<file path="src/rtl/ht_request_arbiter_if.sv">
// Packed command/response bus between NUM_REQ requesters, the arbiter and the hash table.
// The arbiter takes the slave view; the requesters plus table model take the master view.
interface ht_request_arbiter_if #(
    parameter int NUM_REQ    = 4,
    parameter int KEY_WIDTH  = 4,
    parameter int DATA_WIDTH = 26
);
    localparam int W = 2 + KEY_WIDTH + DATA_WIDTH;

    logic [NUM_REQ*W-1:0] req_data_i;
    logic [NUM_REQ-1:0]   req_valid_i;
    logic [NUM_REQ-1:0]   req_ready_o;
    logic [W-1:0]         rsp_data_o;
    logic [NUM_REQ-1:0]   rsp_valid_o;
    logic [NUM_REQ-1:0]   rsp_ready_i;
    logic [W-1:0]         tbl_data_o;
    logic                 tbl_valid_o;
    logic                 tbl_ready_i;
    logic [W-1:0]         tbl_data_i;
    logic                 tbl_valid_i;
    logic                 tbl_ready_o;
    logic                 orphan_o;

    modport slave (
        input  req_data_i, req_valid_i, rsp_ready_i, tbl_ready_i, tbl_data_i, tbl_valid_i,
        output req_ready_o, rsp_data_o, rsp_valid_o, tbl_data_o, tbl_valid_o, tbl_ready_o,
               orphan_o
    );

    modport master (
        output req_data_i, req_valid_i, rsp_ready_i, tbl_ready_i, tbl_data_i, tbl_valid_i,
        input  req_ready_o, rsp_data_o, rsp_valid_o, tbl_data_o, tbl_valid_o, tbl_ready_o,
               orphan_o
    );
endinterface

</file>
<file path="src/rtl/ht_request_arbiter.sv">
// Round-robin arbiter sharing one hash table between NUM_REQ requesters, with in-order tag
// FIFO for response routing. Define HT_ARB_PRIORITY_EN to give requester 0 strict priority.
module ht_request_arbiter #(
    parameter int NUM_REQ         = 4,
    parameter int KEY_WIDTH       = 4,
    parameter int DATA_WIDTH      = 26,
    parameter int MAX_OUTSTANDING = 4
) (
    input logic                 clk,
    input logic                 reset,
    ht_request_arbiter_if.slave bus
);
    localparam int W  = 2 + KEY_WIDTH + DATA_WIDTH;
    localparam int IW = $clog2(NUM_REQ);
    localparam int AW = $clog2(MAX_OUTSTANDING);
    localparam int CW = AW + 1;

    typedef struct packed {
        logic [1:0]            op;
        logic [KEY_WIDTH-1:0]  key;
        logic [DATA_WIDTH-1:0] data;
    } cmd_t;

    logic [NUM_REQ-1:0][W-1:0] req_word;
    assign req_word = bus.req_data_i;

    cmd_t    issue_q;
    logic    issue_vld;
    logic [IW-1:0] rr_ptr;
    logic [CW-1:0] count;

    logic [MAX_OUTSTANDING-1:0][IW-1:0] tag_mem;
    logic [AW-1:0] wr_ptr, rd_ptr;
    logic [IW-1:0] head;

    logic          can_accept, req_any, grant, rr_upd, tags_empty, rsp_live, pop;
    logic [IW-1:0] grant_idx, rr_next;

    // Comb outputs are forced quiet while reset is held so nothing is granted or flagged.
    assign can_accept = reset && (!issue_vld || bus.tbl_ready_i)
                        && (count < CW'(MAX_OUTSTANDING));

    always_comb begin : arb
        int idx;
        idx       = 0;
        req_any   = 1'b0;
        grant_idx = '0;
        rr_upd    = 1'b1;
        for (int i = 0; i < NUM_REQ; i++) begin
            idx = int'(rr_ptr) + i;
            if (idx >= NUM_REQ) idx = idx - NUM_REQ;
            if (!req_any && bus.req_valid_i[idx]) begin
                req_any   = 1'b1;
                grant_idx = IW'(idx);
            end
        end
`ifdef HT_ARB_PRIORITY_EN
        // Requester 0 pre-empts the rotation and leaves the pointer where it was.
        if (bus.req_valid_i[0]) begin
            req_any   = 1'b1;
            grant_idx = '0;
            rr_upd    = 1'b0;
        end
`endif
    end

    assign grant   = can_accept && req_any;
    assign rr_next = (grant_idx == IW'(NUM_REQ - 1)) ? '0 : grant_idx + 1'b1;

    // The tag FIFO occupancy always equals count, so count doubles as the empty flag.
    assign tags_empty      = (count == '0);
    assign head            = tag_mem[rd_ptr];
    assign rsp_live        = bus.tbl_valid_i && !tags_empty;
    assign bus.tbl_ready_o = tags_empty ? 1'b1 : bus.rsp_ready_i[head];
    assign pop             = rsp_live && bus.tbl_ready_o;
    assign bus.rsp_data_o  = bus.tbl_data_i;
    assign bus.orphan_o    = reset && tags_empty && bus.tbl_valid_i;

    assign bus.tbl_data_o  = issue_q;
    assign bus.tbl_valid_o = issue_vld;

    for (genvar r = 0; r < NUM_REQ; r++) begin : g_lane
        assign bus.req_ready_o[r] = grant && (grant_idx == IW'(r));
        assign bus.rsp_valid_o[r] = rsp_live && (head == IW'(r));
    end

    always_ff @(posedge clk or negedge reset) begin
        if (!reset) begin
            issue_q   <= '0;
            issue_vld <= 1'b0;
            rr_ptr    <= '0;
            count     <= '0;
            wr_ptr    <= '0;
            rd_ptr    <= '0;
        end else begin
            if (grant) begin
                issue_q   <= cmd_t'(req_word[grant_idx]);
                issue_vld <= 1'b1;
                wr_ptr    <= wr_ptr + 1'b1;
                if (rr_upd) rr_ptr <= rr_next;
            end else if (bus.tbl_ready_i) begin
                issue_vld <= 1'b0;
            end
            if (pop) rd_ptr <= rd_ptr + 1'b1;
            case ({grant, pop})
                2'b10:   count <= count + 1'b1;
                2'b01:   count <= count - 1'b1;
                default: count <= count;
            endcase
        end
    end

    // Tag storage needs no reset: entries are only read between a push and its pop.
    always_ff @(posedge clk) begin
        if (grant) tag_mem[wr_ptr] <= grant_idx;
    end
endmodule

</file>
<file path="src/flat_wrapper.sv">
// flat-port wrapper written by rule: the top's interface ports become plain ports
module ht_request_arbiter_flat 
#(
    parameter int NUM_REQ         = 4,
    parameter int KEY_WIDTH       = 4,
    parameter int DATA_WIDTH      = 26,
    parameter int MAX_OUTSTANDING = 4
)
  (clk, reset, bus_req_data_i, bus_req_valid_i, bus_rsp_ready_i, bus_tbl_ready_i, bus_tbl_data_i, bus_tbl_valid_i, bus_req_ready_o, bus_rsp_data_o, bus_rsp_valid_o, bus_tbl_data_o, bus_tbl_valid_o, bus_tbl_ready_o, bus_orphan_o);
  ht_request_arbiter_if #(.NUM_REQ(NUM_REQ), .KEY_WIDTH(KEY_WIDTH), .DATA_WIDTH(DATA_WIDTH)) bus_i ();
  input logic clk;
  input logic reset;
  input wire logic [$bits(bus_i.req_data_i)-1:0] bus_req_data_i;
  input wire logic [$bits(bus_i.req_valid_i)-1:0] bus_req_valid_i;
  input wire logic [$bits(bus_i.rsp_ready_i)-1:0] bus_rsp_ready_i;
  input wire logic [$bits(bus_i.tbl_ready_i)-1:0] bus_tbl_ready_i;
  input wire logic [$bits(bus_i.tbl_data_i)-1:0] bus_tbl_data_i;
  input wire logic [$bits(bus_i.tbl_valid_i)-1:0] bus_tbl_valid_i;
  output wire logic [$bits(bus_i.req_ready_o)-1:0] bus_req_ready_o;
  output wire logic [$bits(bus_i.rsp_data_o)-1:0] bus_rsp_data_o;
  output wire logic [$bits(bus_i.rsp_valid_o)-1:0] bus_rsp_valid_o;
  output wire logic [$bits(bus_i.tbl_data_o)-1:0] bus_tbl_data_o;
  output wire logic [$bits(bus_i.tbl_valid_o)-1:0] bus_tbl_valid_o;
  output wire logic [$bits(bus_i.tbl_ready_o)-1:0] bus_tbl_ready_o;
  output wire logic [$bits(bus_i.orphan_o)-1:0] bus_orphan_o;
  assign bus_i.req_data_i = bus_req_data_i;
  assign bus_i.req_valid_i = bus_req_valid_i;
  assign bus_i.rsp_ready_i = bus_rsp_ready_i;
  assign bus_i.tbl_ready_i = bus_tbl_ready_i;
  assign bus_i.tbl_data_i = bus_tbl_data_i;
  assign bus_i.tbl_valid_i = bus_tbl_valid_i;
  assign bus_req_ready_o = bus_i.req_ready_o;
  assign bus_rsp_data_o = bus_i.rsp_data_o;
  assign bus_rsp_valid_o = bus_i.rsp_valid_o;
  assign bus_tbl_data_o = bus_i.tbl_data_o;
  assign bus_tbl_valid_o = bus_i.tbl_valid_o;
  assign bus_tbl_ready_o = bus_i.tbl_ready_o;
  assign bus_orphan_o = bus_i.orphan_o;
  ht_request_arbiter #(.NUM_REQ(NUM_REQ), .KEY_WIDTH(KEY_WIDTH), .DATA_WIDTH(DATA_WIDTH), .MAX_OUTSTANDING(MAX_OUTSTANDING)) u_core (.clk(clk), .reset(reset), .bus(bus_i));
endmodule
</file>
<file path="config.mk">
export PLATFORM = sky130hd
export DESIGN_NAME = ht_request_arbiter_flat
export DESIGN_NICKNAME = d
export VERILOG_FILES = /design/src/rtl/ht_request_arbiter_if.sv /design/src/rtl/ht_request_arbiter.sv /design/src/flat_wrapper.sv
export SDC_FILE = /design/constraint.sdc
export NUM_CORES = 1
export LEC_CHECK = 0
export BUFFER_PORTS_ARGS = -buffer_cell sky130_fd_sc_hd__buf_2
export CAP_MARGIN = 25
export CORE_ASPECT_RATIO = 0.8
export CORE_MARGIN = 2
export CORE_UTILIZATION = 43
export CTS_BUF_LIST = sky130_fd_sc_hd__clkbuf_8
export DETAILED_ROUTE_END_ITERATION = 16
export HOLD_SLACK_MARGIN = 0.05
export PLACE_DENSITY = 0.87
export SKIP_LAST_GASP = 1
export SLEW_MARGIN = 20
export SYNTH_ARGS = -nofsm -noshare
export SYNTH_HDL_FRONTEND = slang
export SYNTH_SLANG_ARGS = --single-unit
</file>
<file path="constraint.sdc">
create_clock -name clk -period 5.6 [get_ports clk]
set_input_delay 0.56 -clock clk [delete_from_list [all_inputs] [get_ports clk]]
set_output_delay 0.56 -clock clk [all_outputs]
set_load 0.05 [all_outputs]
</file>
==> results_dict.tcl <==
set metrics [dict create \
    status "completed" \
    maxSlewHeadroom_pct 32.5 \
    core_area_sq_mm 0.00841 \
    r2r-start "u_core.rr_ptr[1]" \
    layout-drive-gt1-share_pct 39.9 \
    grt_pass1_wl_um 16900 \
    synth_nets 572 \
    dpl.hpwl_um 8000 \
    routed_wirelength_um 11000 \
    finalMaxSlewViolations 0 \
    cp_cell_sequence "nand2b_1 > a21oi_4 > nor3_2 > inv_2 > ha_1 > and2_1 > buf_2" \
    cts_buffer_depth 2 \
    critical_path_class "flop to primary output" \
    setup_viol 0 \
    via_per_inst 5.69 \
    synth.avg_cell_area_sq_um 9.47 \
    clk_latency_ns 0.30 \
    p_leak_nw 2.27 \
    endpoint_kind "primary output" \
    drtPass1Iterations 5 \
    synth_area_leaders "dfrtp_1 28%, mux2i_1 9.8%, buf_4 7.1%" \
    antenna_found_initial 0 \
    fp.dieH_um 86.9 \
    max_cap_violations 0 \
    layout_common_cells "182 x buf_2, 43 x nand2_1, 42 x dfrtp_1" \
    synth-seq-area-share_pct 35.0 \
    vdd_ir_drop_max_uv 240 \
    area_delta_synth_final_pct 22.0 \
    die_w_um 108 \
    postCtsSetupRepairBufs 0 \
    initial_core_util_pct 43.9 \
    grt_pass1_vias 3604 \
    tritoncts "built" \
    grt_usage_pct 22.8 \
    route.detailed.drc 0 \
    hold_path_class "input pin to async pin" \
    min_period_over_period_pct 70.6 \
    drt_iter0_drc 186 \
    arrival_ns 3.39 \
    setup_tns_ns 0 \
    synth-seq-cells 50 \
    num_vias 3588 \
    synth_cell_types 41 \
    nets 700 \
    yosys_warnings 0 \
    reg2reg_depth 6 \
    critPathMaxStageDelay_ns 0.80 \
    ctsResizeCount 0 \
    diodes 0 \
    worst_pin_slew_ns 1.01 \
    synth_area_sq_mm 0.00369 \
    drtAntennaViolNets 0 \
    synth_top_area_cell "dfrtp_1" \
    wl_per_cell_um 17.4 \
    place_ws_ns 1.80 \
    powerDensity_mw_per_mm2 513 \
    required_ns 5.04 \
    cts-hold-fix-buffers 0 \
    cts_made_buffers 5 \
    io_pins 247 \
    finalCriticalPeriod_ns 3.95 \
    grt_max_degree 44 \
    grt_setup_unrepaired "false" \
    crit_fanout 34 \
    die-area_sq_mm 0.00935 \
    num_rows 30 \
    skew_ns 0.00455 \
    start_kind "flop" \
    syn_inst 390 \
    gp_congestion 0.810 \
    hold_viol 0 \
    fmax_mhz 253 \
    clkTransAtPathRegs_ns 0.10 \
    cts-htree-levels 2 \
    p_total_mw 2.31 \
    slowest_stage "inv_2" \
    mostFrequentLayoutCell "buf_2" \
    clkSinkCount 50 \
    port_buffers 182 \
    worst_slack_ns 1.65 \
    synth_top_area_share_pct 28.5 \
    startpoint "u_core.rr_ptr[1]" \
    grt_remaining_overflow 0 \
    cts_root_buf "clkbuf_8" \
]
## area by class of cell
| cell class | instances | area, sq um |
|---|---|---|
| clock buffer | 5 | 68.8 |
| clock inverter | 3 | 45.0 |
| fill | 788 | 3900 |
| inverter | 9 | 33.8 |
| multi-input combinational | 265 | 1960 |
| sequential | 50 | 1290 |
| tap | 112 | 140 |
| timing repair buffer | 187 | 963 |
## cell families (layout without fill, tap and decap cells)
kind of cell	after synthesis	count (layout)	synth area share, %
compound gates	106	106	21.6
xor+xnor	6	6	1.42
simple gates	104	104	14.6
mux	39	39	11.5
fa+ha+maj	10	10	3.59
flops	50	50	35.0
buf+inv	75	204	12.3
## sequential cells by signal, summed over array words and instances, names as in the netlist
signal / cells
u_core.count: 3
u_core.tag_mem: 8
u_core.bus.tbl_data_o: 32
u_core.bus.tbl_valid_o: 1
u_core.wr_ptr: 2
u_core.rr_ptr: 2
u_core.rd_ptr: 2
## per-layer routing
layer	vias to the layer above	track usage [%]	routed length, um
met5	-	0	0
met4	0	8.04	189
met3	29	5.61	1020
met1	1675	28.8	4460
li1	1663	-	-
met2	221	38.4	5320
## synth_stat cells, drive strengths merged
| cell | number |
|---|---|
| nor2 | 6 |
| and2 | 8 |
| ha | 9 |
| xnor2 | 3 |
| buf | 43 |
| nand2b | 3 |
| or4 | 1 |
| o211ai | 32 |
| a21o | 33 |
| mux2i | 36 |
| o21ai | 3 |
| o31ai | 34 |
| nor4 | 1 |
| inv | 9 |
| o22ai | 1 |
| or2b | 1 |
| dfrtp | 42 |
| nand2 | 43 |
| nor3 | 1 |
| nor2b | 3 |
| edfxtp | 8 |
| nand4 | 32 |
| a21oi | 2 |
| mux2 | 1 |
| clkbuf | 23 |
| fa | 1 |
| and2b | 1 |
| and3 | 1 |
| xor2 | 3 |
| mux4 | 2 |
| a311oi | 1 |
| or2 | 3 |
## power by group
part | internal, mW | switching [mW] | total, mW
Clock | 0.133 | 0.135 | 0.268
Combinational | 0.430 | 0.980 | 1.41
Sequential | 0.528 | 0.104 | 0.632
Total | 1.09 | 1.22 | 2.31
## worst max-delay path, delay by kind of cell (launching register included)
family          cells  cell delay, ns
flops               1            0.45
buf+inv             2            1.05
simple gates        3            0.56
compound gates      1            0.76
fa+ha+maj           1            0.27
## per-stage QoR
stage	std cells	util (%)	area, sq um	hold slack (ns)
2_1_floorplan	390	-	3690	0.264
3_3_place_gp	621	51.9	4360	0.479
3_5_place_dp	622	52.0	4380	0.481
4_1_cts	630	53.4	4490	0.460
5_1_grt	631	53.6	4500	0.477
6_report	631	53.6	4500	0.424
## worst paths after layout
check / slack, ns / end
min: 0.42 / u_core.wr_ptr[0]
max in group asynchronous: 4.79 / u_core.rr_ptr[0]
min in group clk: 0.50 / u_core.bus.tbl_data_o[26]
max reg2reg: 2.55 / u_core.bus.tbl_data_o[4]
min reg2reg: 0.50 / u_core.bus.tbl_data_o[26]
max: 1.65 / bus_req_ready_o[0]
No activity file was read; power rests on OpenSTA's default activity.
